$ cat config.mk
export PLATFORM = sky130hd
export DESIGN_NAME = softmax_dma_sched
export DESIGN_NICKNAME = d
export VERILOG_FILES = /design/src/rtl/softmax_dma_sched.sv
export SDC_FILE = /design/constraint.sdc
export NUM_CORES = 1
export LEC_CHECK = 0
export CELL_PAD_IN_SITES_DETAIL_PLACEMENT = 2
export CELL_PAD_IN_SITES_GLOBAL_PLACEMENT = 2
export CORE_ASPECT_RATIO = 1.75
export CORE_MARGIN = 10
export CORE_UTILIZATION = 20
export DETAILED_ROUTE_END_ITERATION = 8
export PLACE_DENSITY_LB_ADDON = 0.1
export SYNTH_ARGS = -nofsm -noshare
export SYNTH_HDL_FRONTEND = slang
export SYNTH_SLANG_ARGS = --single-unit
$ cat constraint.sdc
create_clock -name clk -period 3 [get_ports clk]
set_input_delay 0.45 -clock clk [delete_from_list [all_inputs] [get_ports clk]]
set_output_delay 0.45 -clock clk [all_outputs]
set_load 0.01 [all_outputs]
$ cat src/rtl/softmax_dma_sched.sv
// softmax_dma_sched
//   Batch scheduler for the softmax DMA path. A rising edge of the GPIO
//   command word (0xAA) starts a run of NUM_BATCH batches. Each batch issues
//   one MM2S read command and one S2MM write command, then waits for both
//   DataMover status bytes and BEATS_PER_BATCH result beats.
//
// Ports
//   clk, rstn               clock, asynchronous active-low reset
//   gpio_io_o               command word: 0xAA start (edge), 0x0 abort/clear
//   gpio_io_i               status: [0] busy [1] done [2] err [7:4] batch
//                           [15:8] failing status byte
//   m_axis_{mm2s,s2mm}_cmd_*  72-bit DataMover command streams
//   s_axis_{mm2s,s2mm}_sts_*  8-bit DataMover status streams
//   result_beat             one S2MM result beat accepted this cycle
//   m_axis_s2mm_tlast       high while the next result beat ends its batch
//
// Handshake rule: a transfer happens on a rising clk edge where tvalid and
// tready are both high; command tvalid/tdata never change while waiting for
// tready, and no tvalid or tready here depends combinationally on its peer.
module softmax_dma_sched #(
  parameter int unsigned NUM_BATCH       = 4,
  parameter int unsigned MM2S_BTT        = 312000,
  parameter int unsigned S2MM_BTT        = 19200,
  parameter logic [31:0] MM2S_BASE       = 32'h0000_0000,
  parameter logic [31:0] S2MM_BASE       = 32'h0008_0000,
  parameter int unsigned BEATS_PER_BATCH = 4800
) (
  input  logic        clk,
  input  logic        rstn,
  input  logic [31:0] gpio_io_o,
  output logic [31:0] gpio_io_i,
  output logic        m_axis_mm2s_cmd_tvalid,
  input  logic        m_axis_mm2s_cmd_tready,
  output logic [71:0] m_axis_mm2s_cmd_tdata,
  output logic        m_axis_s2mm_cmd_tvalid,
  input  logic        m_axis_s2mm_cmd_tready,
  output logic [71:0] m_axis_s2mm_cmd_tdata,
  input  logic        s_axis_mm2s_sts_tvalid,
  input  logic [7:0]  s_axis_mm2s_sts_tdata,
  output logic        s_axis_mm2s_sts_tready,
  input  logic        s_axis_s2mm_sts_tvalid,
  input  logic [7:0]  s_axis_s2mm_sts_tdata,
  output logic        s_axis_s2mm_sts_tready,
  input  logic        result_beat,
  output logic        m_axis_s2mm_tlast
);

  typedef enum logic [2:0] {S_IDLE, S_ISSUE, S_WAIT, S_DONE, S_ERR} state_t;

  localparam logic [12:0] BEATS      = 13'(BEATS_PER_BATCH);
  localparam logic [12:0] BEATS_M1   = BEATS - 13'd1;
  localparam logic [3:0]  LAST_BATCH = 4'(NUM_BATCH - 1);

  // Command layout: {4'0, tag, saddr, DRR=1, EOF=1, DSA=0, INCR=1, BTT}
  function automatic logic [71:0] make_cmd(input logic [22:0] btt,
                                           input logic [31:0] addr,
                                           input logic [3:0]  tag);
    return {4'h0, tag, addr, 1'b1, 1'b1, 6'h00, 1'b1, btt};
  endfunction

  function automatic logic sts_bad(input logic [7:0] sts, input logic [3:0] tag);
    return !sts[7] || (|sts[6:4]) || (sts[3:0] != tag);
  endfunction

  state_t      state_q, state_d;
  logic [3:0]  batch_q, batch_d;
  logic [12:0] beat_cnt_q, beat_cnt_d;
  logic        busy_q, busy_d, done_q, done_d, err_q, err_d;
  logic [7:0]  fail_q, fail_d;
  logic        mm_vld_q, mm_vld_d, s2_vld_q, s2_vld_d;
  logic        mm_acc_q, mm_acc_d, s2_acc_q, s2_acc_d;
  logic        mm_got_q, mm_got_d, s2_got_q, s2_got_d;
  logic        start_prev_q, start_prev_d;
  logic        tlast_q, tlast_d;

  logic start_hit, start_edge, abort;
  logic mm_sts_rdy, s2_sts_rdy, mm_sts_fire, s2_sts_fire;

  assign start_hit   = (gpio_io_o == 32'h0000_00AA);
  assign start_edge  = start_hit && !start_prev_q;
  assign abort       = (gpio_io_o == 32'h0000_0000);
  assign mm_sts_rdy  = (state_q == S_WAIT) && !mm_got_q;
  assign s2_sts_rdy  = (state_q == S_WAIT) && !s2_got_q;
  assign mm_sts_fire = mm_sts_rdy && s_axis_mm2s_sts_tvalid;
  assign s2_sts_fire = s2_sts_rdy && s_axis_s2mm_sts_tvalid;

  assign s_axis_mm2s_sts_tready = mm_sts_rdy;
  assign s_axis_s2mm_sts_tready = s2_sts_rdy;
  assign m_axis_mm2s_cmd_tvalid = mm_vld_q;
  assign m_axis_s2mm_cmd_tvalid = s2_vld_q;
  assign m_axis_mm2s_cmd_tdata  = make_cmd(23'(MM2S_BTT),
                                           MM2S_BASE + 32'(batch_q) * 32'(MM2S_BTT), batch_q);
  assign m_axis_s2mm_cmd_tdata  = make_cmd(23'(S2MM_BTT),
                                           S2MM_BASE + 32'(batch_q) * 32'(S2MM_BTT), batch_q);
  assign m_axis_s2mm_tlast      = tlast_q;
  assign gpio_io_i = {16'h0000, fail_q, batch_q, 1'b0, err_q, done_q, busy_q};

  always_comb begin
    state_d      = state_q;
    batch_d      = batch_q;
    beat_cnt_d   = beat_cnt_q;
    busy_d       = busy_q;
    done_d       = done_q;
    err_d        = err_q;
    fail_d       = fail_q;
    mm_vld_d     = mm_vld_q;
    s2_vld_d     = s2_vld_q;
    mm_acc_d     = mm_acc_q;
    s2_acc_d     = s2_acc_q;
    mm_got_d     = mm_got_q;
    s2_got_d     = s2_got_q;
    start_prev_d = start_hit;

    case (state_q)
      S_IDLE, S_DONE: begin
        if (start_edge) begin
          state_d    = S_ISSUE;
          batch_d    = 4'd0;
          beat_cnt_d = 13'd0;
          busy_d     = 1'b1;
          done_d     = 1'b0;
          err_d      = 1'b0;
          fail_d     = 8'h00;
          mm_vld_d   = 1'b1;
          s2_vld_d   = 1'b1;
          mm_acc_d   = 1'b0;
          s2_acc_d   = 1'b0;
          mm_got_d   = 1'b0;
          s2_got_d   = 1'b0;
        end
      end
      S_ISSUE, S_WAIT: begin
        if (mm_vld_q && m_axis_mm2s_cmd_tready) begin
          mm_vld_d = 1'b0;
          mm_acc_d = 1'b1;
        end
        if (s2_vld_q && m_axis_s2mm_cmd_tready) begin
          s2_vld_d = 1'b0;
          s2_acc_d = 1'b1;
        end
        if (mm_sts_fire) mm_got_d = 1'b1;
        if (s2_sts_fire) s2_got_d = 1'b1;
        if (result_beat && (beat_cnt_q != BEATS)) beat_cnt_d = beat_cnt_q + 13'd1;
        if ((state_q == S_ISSUE) && mm_acc_d && s2_acc_d) state_d = S_WAIT;

        // Errors outrank completion; MM2S is reported when both fail at once.
        if ((mm_sts_fire && sts_bad(s_axis_mm2s_sts_tdata, batch_q)) ||
            (s2_sts_fire && sts_bad(s_axis_s2mm_sts_tdata, batch_q)) ||
            (result_beat && (beat_cnt_q == BEATS))) begin
          state_d  = S_ERR;
          busy_d   = 1'b0;
          err_d    = 1'b1;
          mm_vld_d = 1'b0;
          s2_vld_d = 1'b0;
          if (mm_sts_fire && sts_bad(s_axis_mm2s_sts_tdata, batch_q))
            fail_d = s_axis_mm2s_sts_tdata;
          else if (s2_sts_fire && sts_bad(s_axis_s2mm_sts_tdata, batch_q))
            fail_d = s_axis_s2mm_sts_tdata;
        end else if ((state_q == S_WAIT) && mm_got_d && s2_got_d && (beat_cnt_d == BEATS)) begin
          if (batch_q == LAST_BATCH) begin
            state_d = S_DONE;
            busy_d  = 1'b0;
            done_d  = 1'b1;
          end else begin
            state_d    = S_ISSUE;
            batch_d    = batch_q + 4'd1;
            beat_cnt_d = 13'd0;
            mm_vld_d   = 1'b1;
            s2_vld_d   = 1'b1;
            mm_acc_d   = 1'b0;
            s2_acc_d   = 1'b0;
            mm_got_d   = 1'b0;
            s2_got_d   = 1'b0;
          end
        end
      end
      default: ;  // S_ERR holds until abort
    endcase

    if (abort) begin
      state_d    = S_IDLE;
      batch_d    = 4'd0;
      beat_cnt_d = 13'd0;
      busy_d     = 1'b0;
      done_d     = 1'b0;
      err_d      = 1'b0;
      fail_d     = 8'h00;
      mm_vld_d   = 1'b0;
      s2_vld_d   = 1'b0;
      mm_acc_d   = 1'b0;
      s2_acc_d   = 1'b0;
      mm_got_d   = 1'b0;
      s2_got_d   = 1'b0;
    end

    // Registered from the next count so tlast lines up with the last beat.
    tlast_d = (beat_cnt_d == BEATS_M1) && ((state_d == S_ISSUE) || (state_d == S_WAIT));
  end

  always_ff @(posedge clk or negedge rstn) begin
    if (!rstn) begin
      state_q      <= S_IDLE;
      batch_q      <= 4'd0;
      beat_cnt_q   <= 13'd0;
      busy_q       <= 1'b0;
      done_q       <= 1'b0;
      err_q        <= 1'b0;
      fail_q       <= 8'h00;
      mm_vld_q     <= 1'b0;
      s2_vld_q     <= 1'b0;
      mm_acc_q     <= 1'b0;
      s2_acc_q     <= 1'b0;
      mm_got_q     <= 1'b0;
      s2_got_q     <= 1'b0;
      // Treated as already seen, so a level-held 0xAA cannot start a run
      // straight out of reset.
      start_prev_q <= 1'b1;
      tlast_q      <= 1'b0;
    end else begin
      state_q      <= state_d;
      batch_q      <= batch_d;
      beat_cnt_q   <= beat_cnt_d;
      busy_q       <= busy_d;
      done_q       <= done_d;
      err_q        <= err_d;
      fail_q       <= fail_d;
      mm_vld_q     <= mm_vld_d;
      s2_vld_q     <= s2_vld_d;
      mm_acc_q     <= mm_acc_d;
      s2_acc_q     <= s2_acc_d;
      mm_got_q     <= mm_got_d;
      s2_got_q     <= s2_got_d;
      start_prev_q <= start_prev_d;
      tlast_q      <= tlast_d;
    end
  end

endmodule

### Word-level counts from Yosys, hierarchy flattened

Index checks and enable logic that the tools add are counted.

* register bits after elaboration: 39
* input port bits: 55
* output and inout bits: 181
* logic and storage cells: 166

* add/sub/neg operators: 3
* multiply operators: 2
* equal/unequal tests: 22
* mux-type cells: 82
* reductions and logical operators: 42

Operator list (count)
* 2-to-1 mux 13 bit: 7
* 2-to-1 mux 1 bit: 46
* 2-to-1 mux 8 bit: 5
* == test 13 bit, second input constant: 3
* == test 32 x 8 -> 1 bit, second input constant: 1
* zero test 32 bit: 1
* case mux 13 bit (2 select lines): 1
* adder 20 x 19 -> 21 bit, first input constant: 1
* 2-to-1 mux 4 bit: 5
* inequality test 3 bit, second input constant: 6
* case mux 1 bit (2 select lines): 9
* logical AND 1 bit: 17
* multiplier 4 x 13 -> 17 bit, second input constant: 1
* case mux 8 bit (2 select lines): 1
* 2-to-1 mux 3 bit: 5
* adder 13 x 1 -> 13 bit, second input constant: 1
* inequality test 13 bit, second input constant: 1
* inequality test 4 bit, second input constant: 3
* multiplier 4 x 7 -> 11 bit, second input constant: 1
* AND reduction 5 bit: 2
* == test 3 x 2 -> 1 bit, second input constant: 3
* inequality test 4 bit: 2
* case mux 4 bit (2 select lines): 1
* AND reduction 4 bit: 2
* other kinds (13): 26

### Logic depth before layout (Yosys ltp)

Gate-level depths: netlist of run 1.

* depth after elaboration: 15
* gate-level depth with buffers: 13
* mapped depth without buffers: 12

### Worst setup path after synthesis of run 1

OpenSTA, ideal clock, no wires.

* path kind: reg2out
* from: reg batch_q[3]
* to: out m_axis_s2mm_cmd_tdata[48]
* arrival time: 2.757 ns
* setup slack: -0.207 ns
* stages on the path, launching flop included: 13
* path through: dfrtp_1 > buf_2 > inv_1 > ha_1 > inv_1 > fa_1 > inv_1 > ha_1 > a21o_1 > a21oi_1 > o21bai_1 > a21oi_1 > xnor2_1

* longest elaborated chain between the ends: 2

RTL lines
* start, declared: line 66 `logic [3:0] batch_q, batch_d;`
* start signal, assigned: line 221 `batch_q <= batch_d;`
* multiplier 4 x 7 -> 11 bit: line 94 `S2MM_BASE + 32'(batch_q) * 32'(S2MM_BTT), batch_q);`
* adder 20 x 19 -> 21 bit: line 94
* end, declared: line 37 `output logic [71:0] m_axis_s2mm_cmd_tdata,`

No other way between the ends.

### Worst setup path in the final report of run 1

Ends and elaborated chain as after synthesis.

==> results of run 1 <==
-- logic make-up (layout without fill, tap and decap cells) --
logic type	count (synthesis)	count (layout)	synth area share, %
DFF	39	39	20.86
buffers and inverters	190	252	28.45
and+or+nand+nor	155	155	19.87
other	2	125	0.1603
AOI/OAI and AO/OA	103	103	15.01
xor gates and xnor gates	33	33	6.731
adders and majority gates	24	24	6.571
muxes	11	11	2.351
-- cell type report --
type	instances	share of cell area (%)
Sequential cell	39	14.83
Timing Repair Buffer	224	28.74
Tap cell	304	5.728
Clock buffer	6	1.941
Clock inverter	2	0.1884
Multi-Input combinational cell	451	47.45
Inverter	20	1.131
-- metal layers --
| metal | GRT usage, % | routed length, µm | vias to the layer above | share of wire, % |
|---|---|---|---|---|
| met5 | 0 | 0 | - | 0 |
| met3 | 1.966 | 916 | 18 | 4.4 |
| met2 | 27.71 | 12680 | 140 | 61 |
| met4 | 5.509 | 575 | 0 | 2.8 |
| met1 | 10.86 | 6483 | 2086 | 31 |
| li1 | - | - | 2019 | - |
-- critical path: cells and delay by family (launching register included) --
family	cells	cell delay, ns
XOR/XNOR	1	0.13
adder cells (fa/ha/maj)	3	0.96
AO/OA/AOI/OAI	4	0.60
buffers and inverters	4	0.29
flip-flops	1	0.38
-- through the flow --
step	util, %	cell area (µm²)	setup WS, ns
3_3_place_gp	26.56	6173	-0.3246
3_5_place_dp	26.56	6173	-0.3735
4_1_cts	27.23	6329	-0.1606
5_1_grt	28.57	6640	-0.2492
2_1_floorplan	-	5165	0.004408
6_report	28.57	6640	-0.1070
-- final timing paths --
path / slack, ns / depth (start not counted) / to / start
setup / recovery: -0.11 / 12 / m_axis_s2mm_cmd_tdata[48] / batch_q[3]$_DFFE_PN0P_
hold / removal: 0.20 / 1 / busy_q$_DFFE_PN0P_ / rstn
setup reg to reg: 0.14 / 8 / m_axis_s2mm_tlast$_DFF_PN0_ / beat_cnt_q[2]$_DFF_PN0_
hold reg to reg: 0.48 / 2 / fail_q[3]$_DFFE_PN0P_ / fail_q[3]$_DFFE_PN0P_
max in group asynchronous: 2.05 / 2 / start_prev_q$_DFF_PN1_ / rstn
min in group clk: 0.48 / 2 / fail_q[3]$_DFFE_PN0P_ / fail_q[3]$_DFFE_PN0P_
-- power breakdown --
group          internal [mW]  switching, mW
Clock                  0.308          0.256
Sequential             0.568          0.145
Combinational          0.339          0.395
Total                   1.22          0.795
-- state kept, by name, summed over array words and instances (netlist names), 3 cells and up --
name        cells
fail_q          8
batch_q         4
state_q         3
beat_cnt_q     13
-- cell usage after synthesis (5+ instances only) --
| master | number | area (µm²) |
|---|---|---|
| buf_2 | 8 | 40.04 |
| xnor2_1 | 24 | 210.2 |
| nand3_1 | 7 | 35.03 |
| dfrtp_1 | 38 | 950.9 |
| ha_1 | 23 | 287.8 |
| inv_1 | 20 | 75.07 |
| buf_4 | 152 | 1141 |
| o21ai_0 | 22 | 110.1 |
| mux2i_1 | 11 | 110.1 |
| nand4_1 | 7 | 43.79 |
| xor2_1 | 7 | 61.31 |
| nor3_1 | 8 | 40.04 |
| o31ai_1 | 8 | 60.06 |
| a31oi_1 | 9 | 56.30 |
| o22ai_1 | 5 | 31.28 |
| a21oi_1 | 26 | 130.1 |
| nor4_1 | 7 | 43.79 |
| buf_6 | 5 | 56.30 |
| nor2_1 | 35 | 131.4 |
| nand2_1 | 38 | 142.6 |
-- what timing repair did --
item                                    in CTS  in global routing
gates resized for setup                     55                 53
hold buffers                                 0                  0
endpoints found under the setup margin      16                 27
buffers inserted                             1                  8
pin swaps                                    6                 23
==> flow_metrics.py, run 1 <==
metrics = {
    "die": {
        "chipWidth_um": 135.7,
        "coreArea_um2": 23240,
        "rows": 74,
        "design.portCount": 236,
        "die_y_um": 222.5,
        "start_util_pct": 20.16,
        "dieArea_um2": 30190,
    },
    "layout": {
        "nNetsFinal": 820,
        "register_area_um2": 984.7,
        "final_common_cell": "conb_1",
        "multi_input_comb_area_um2": 3151,
        "fillCellCount": 2671,
        "layout_common_cells": "conb_1, buf_4, clkdlybuf4s50_1, nand2_1, nor2_1",
        "finalNonFillerCells": 1046,
        "synthToLayoutAreaGrowth_pct": 41.75,
        "antenna_cells": 0,
        "drive_above_1_share_pct": 29.11,
    },
    "logic_synthesis": {
        "yosys_warnings": 0,
        "syn_area_um2": 4684,
        "synth-seq-cells": 39,
        "ys_async_sr_fraction_pct": 100.0,
        "synth.distinct_cells": 73,
        "seq_area_frac_synth_pct": 20.86,
        "synth_cells": 557,
        "ys.flop_type": "dfrtp_1",
        "synth-edff-count": 0,
        "syn_area_per_cell_um2": 8.410,
    },
    "timing": {
        "setup_slack_ns": -0.1070,
        "max-slew-margin-rel_pct": 50.24,
        "drv_slew": 0,
        "grt_setup_unrepaired": "yes",
        "tns_ns": -0.2051,
        "post-route-period-util_pct": 103.6,
        "fmax_ghz": 0.3219,
        "period_needed_ns": 3.107,
        "final-setup-viol-count": 3,
        "tightest_slew_ns": 0.7465,
        "hold_viol": 0,
        "hold_ws_ns": 0.2001,
        "finClkSkew_ns": 0.009991,
    },
    "run_status": {
        "status": "finished with violations",
        "violations": "setup timing",
    },
    "drt": {
        "wl_per_cell_um": 19.75,
        "drt-pass1-iter-count": 4,
        "num_vias": 4263,
        "ant_nets": 0,
        "wirelength_mm": 20.66,
        "drt_drc_violations_left": 0,
        "drt-vias-per-instance": 4.076,
        "drt_iter0_markers": 103,
    },
    "placement": {
        "place_congestion": 0.8309,
        "dp.cells": 1030,
        "io_buffers": 110,
        "hpwlAfterDp_mm": 17.98,
    },
    "worst_setup_path": {
        "cp_slowest_cell": "fa_2",
        "crit_top_cell": "inv_2",
        "slowest_delay_ns": 0.52,
        "critPathArrivalTime_ns": 2.66,
        "path_class": "flop to output port",
        "crit_fanout": 3,
        "cp.required_ns": 2.55,
        "cp-start-kind": "flop",
        "path_cells": "inv_2 > ha_4 > inv_2 > fa_2 > inv_2 > ha_2 > a21o_1 > a21oi_2 > o21bai_1 > a21oi_2 > xnor2_1 > buf_2",
        "end_kind": "output port",
    },
    "clocking": {
        "clkLatencyLatePin_ns": 0.30,
        "path_clk_slew_ns": 0.07,
        "cts.htree.levels": 2,
        "cts_inserted_buffers": 5,
        "root_buffer": "clkbuf_16",
        "cts.sinks": 39,
        "cts_buffer_depth": 2,
        "cts_tree": "yes",
    },
    "global_route": {
        "antenna_found_initial": 0,
        "grt_overflow_total": 0,
        "grt_max_degree": 31,
        "track_usage_pct": 12.99,
        "grt_pass1_vias": 5068,
        "grt_pass1_wl_mm": 30.20,
    },
    "power_and_ir_drop": {
        "vdd.ir_drop.worst_uv": 183.8,
        "leakage_nw": 3.028,
        "p_total_mw": 2.010,
        "p_per_area_nw_per_um2": 302.8,
    },
    "worst_hold_path": {
        "hp-class": "input port to async pin",
    },
    "flow_run": {
        "maxCapViolCount": 0,
    },
}
Power figures use the tool's default switching activity.
==> inputs of run 2 (changes only) <==
Settings changed: ABC_CLOCK_PERIOD_IN_PS from default to 3000.
==> results of run 2 <==
Same layout as run 1: the final DEF is identical, and so are final timing and power.
==> inputs of run 3 (changes only) <==
Settings changed: ABC_AREA from default to 1, CAP_MARGIN from default to 20, CORE_UTILIZATION 20 to 19, TNS_END_PERCENT from default to 20.
==> flow_metrics.py, run 3 <==
metrics = {
    "run_status": {
        "status": "finished with violations",
        "violations": "setup timing",
    },
    "power_and_ir_drop": {
        "switching_share_pct": 41.46,
        "vdd.ir_drop.worst_uv": 205.0,
        "p_per_area_nw_per_um2": 366.3,
        "seqPwrFrac_pct": 29.4,
        "power_frac_comb_pct": 46.6,
        "p_sw_mw": 0.9658,
        "leakage_nw": 3.156,
        "p_int_mw": 1.364,
        "clock_power_share_pct": 24.0,
    },
    "die": {
        "start_util_pct": 19.26,
        "design.portCount": 236,
        "chipWidth_um": 139.5,
        "coreArea_um2": 24630,
        "dieArea_um2": 31940,
        "rows": 76,
        "die_y_um": 229.0,
    },
    "timing": {
        "fmax_ghz": 0.3246,
        "period_needed_ns": 3.081,
        "hold_ws_ns": 0.1962,
        "grt_setup_unrepaired": "yes",
        "final-setup-viol-count": 4,
        "tightest_slew_ns": 0.6945,
        "post-route-period-util_pct": 102.7,
        "drv_slew": 0,
        "max-slew-margin-rel_pct": 53.70,
        "setup_slack_ns": -0.08062,
        "hold_viol": 0,
        "finClkSkew_ns": 0.001986,
    },
    "layout": {
        "synthToLayoutAreaGrowth_pct": 34.05,
        "final_common_cell": "nand2_1",
        "largest_register_ffs": 13,
        "nNetsFinal": 936,
        "drive_above_1_share_pct": 19.35,
        "layout_common_cells": "nand2_1, conb_1, clkdlybuf4s50_1, buf_4, nor2_1",
        "final_design_area_no_fill_um2": 6360,
        "multi_input_comb_area_um2": 2923,
        "register_area_um2": 980.9,
        "antenna_cells": 0,
        "fillCellCount": 2929,
        "largest-register": "beat_cnt_q",
        "largestRegisters": "beat_cnt_q x13, fail_q x8, batch_q x4",
    },
    "worst_setup_path": {
        "end_kind": "output port",
        "r2r_cells": 20,
        "timing.rr.start": "beat_cnt_q[1]$_DFF_PN0_",
        "critPathArrivalTime_ns": 2.63,
        "worst_r2r_endpoint": "m_axis_s2mm_tlast$_DFF_PN0_",
        "path_class": "flop to output port",
        "crit_fanout": 2,
        "r2r_slack_ns": 0.21,
        "cp-start-kind": "flop",
        "cp.required_ns": 2.55,
    },
    "logic_synthesis": {
        "synthTopCellsByArea": "buf_4, dfrtp_1, nand2_1, ha_1, nand3_1",
        "syn_area_per_cell_um2": 6.807,
        "synth_cells": 697,
        "synth-edff-count": 0,
        "yosys_warnings": 0,
        "ys.flop_type": "dfrtp_1",
        "ys_async_sr_fraction_pct": 100.0,
        "synth.most_common_cell": "buf_4",
        "syn_area_um2": 4745,
        "seq_area_frac_synth_pct": 20.60,
        "synthTopCellsByCount": "buf_4, nand2_1, inv_1, nor2_1, nand3_1",
        "synth_top_area_share_pct": 23.10,
        "synth-seq-cells": 39,
        "synth.distinct_cells": 45,
        "synth_top_area_cell": "buf_4",
    },
    "clocking": {
        "clkLatencyLatePin_ns": 0.29,
        "cts_inserted_buffers": 5,
        "root_buffer": "clkbuf_16",
        "cts_tree": "yes",
        "cts.htree.levels": 2,
        "path_clk_slew_ns": 0.06,
        "cts_buffer_depth": 2,
        "cts.sinks": 39,
    },
    "global_route": {
        "grt_pass1_wl_mm": 33.62,
        "track_usage_pct": 13.36,
        "grt_max_degree": 24,
        "grt_overflow_total": 0,
        "grt_pass1_vias": 5746,
        "antenna_found_initial": 0,
    },
    "drt": {
        "drt-pass1-iter-count": 4,
        "ant_nets": 0,
        "wl_per_cell_um": 18.83,
        "drt_iter0_markers": 114,
        "drt_drc_violations_left": 0,
        "drt-vias-per-instance": 4.049,
        "num_vias": 4737,
        "wirelength_mm": 22.03,
    },
    "placement": {
        "io_buffers": 110,
        "place_congestion": 0.7921,
        "hpwlAfterDp_mm": 19.08,
        "placed_area_um2": 6105,
    },
    "worst_hold_path": {
        "hp-class": "input port to async pin",
    },
    "flow_run": {
        "maxCapViolCount": 0,
    },
}
[run 3: cell count changes in the layout (fill, tap and decap cells not counted), sizes merged, moves of 8 or more]
cell and change:
nand3 +46, nand2 +104, xnor2 -19, mux2i -8
o31ai -8, nor2 +35, inv +52, buf -34
[run 3: layer usage]
| metal | track usage, % | up-vias | share of wire [%] |
|---|---|---|---|
| met2 | 29.21 | 107 | 63 |
| met3 | 3.377 | 10 | 4.9 |
| li1 | - | 2271 | - |
| met4 | 2.945 | 0 | 1.1 |
| met5 | 0 | - | 0 |
| met1 | 11.09 | 2349 | 31 |
[run 3: cells by family after synthesis]
logic type,synth area share [%]
other,0.1583
XOR/XNOR,3.692
AND/OR/NAND/NOR,29.09
multiplexers,0.6329
buffers and inverters,30.85
adder cells (fa/ha/maj),6.487
flip-flops,20.60
AO/OA/AOI/OAI,8.491
[run 3: timing repair]
| action | 4_1_cts | 5_1_grt |
|---|---|---|
| cloned | 0 | 0 |
| hold buffers | 0 | 0 |
| gates resized for setup | 59 | 19 |
| buffers inserted | 2 | 2 |
| pin swaps | 8 | 14 |
| endpoints found under the setup margin | 15 | 14 |
[run 3: worst max path at each step]
stage | startpoint | endpoint | slack [ns] | cells after the start
6_report | batch_q[3]$_DFFE_PN0P_ | m_axis_s2mm_cmd_tdata[49] | -0.08 | 13
5_1_grt | batch_q[3]$_DFFE_PN0P_ | m_axis_s2mm_cmd_tdata[48] | -0.26 | 14
4_1_cts | batch_q[2]$_DFFE_PN0P_ | m_axis_s2mm_cmd_tdata[47] | -0.16 | 12
3_5_place_dp | batch_q[3]$_DFFE_PN0P_ | m_axis_s2mm_cmd_tdata[48] | -0.34 | 14
3_3_place_gp | batch_q[3]$_DFFE_PN0P_ | m_axis_s2mm_cmd_tdata[48] | -0.28 | 14
2_1_floorplan | batch_q[3]$_DFFE_PN0P_ | m_axis_s2mm_cmd_tdata[48] | 0.004 | 14
[run 3: area by class of cell]
class                   instances  area share, %
well taps                     312          6.138
clock buffers                   7          2.085
clock inverters                 1        0.07869
repair buffers                191          25.87
inverters                      75          4.446
multi-input cells             545          45.96
flip-flops and latches         39          15.42
[run 3: power by group through the flow]
stage	Clock [mW]	Sequential, mW	Combinational [mW]
4_1_cts	0.584	0.688	1.11
3_3_place_gp	0	0.694	1.07
5_1_grt	0.607	0.698	1.21
3_5_place_dp	0	0.698	1.09
2_1_floorplan	0	0.688	0.695
6_report	0.560	0.684	1.09
[run 3: critical path, cell delays in order (launching register included)]
cell and delay (ns):
dfrtp_2 0.37, inv_2 0.05, ha_4 0.26, inv_2 0.04, fa_2 0.54, inv_2 0.05
buf_4 0.13, a31o_4 0.21, a21oi_2 0.11, o21bai_1 0.09, a21oi_1 0.13, nor2_1 0.06
xor2_1 0.15, buf_2 0.14
[run 3: metrics by stage]
stage / setup TNS (ns) / power, mW / util [%] / cells / worst slack [ns]
2_1_floorplan: 0 / 1.383 / - / 820 / 0.003723
3_3_place_gp: -1.185 / 1.767 / 24.79 / 1158 / -0.2782
3_5_place_dp: -1.639 / 1.792 / 24.79 / 1158 / -0.3422
4_1_cts: -0.5834 / 2.378 / 25.83 / 1168 / -0.1640
5_1_grt: -1.011 / 2.519 / 25.82 / 1170 / -0.2619
6_report: -0.2073 / 2.330 / 25.82 / 1170 / -0.08062
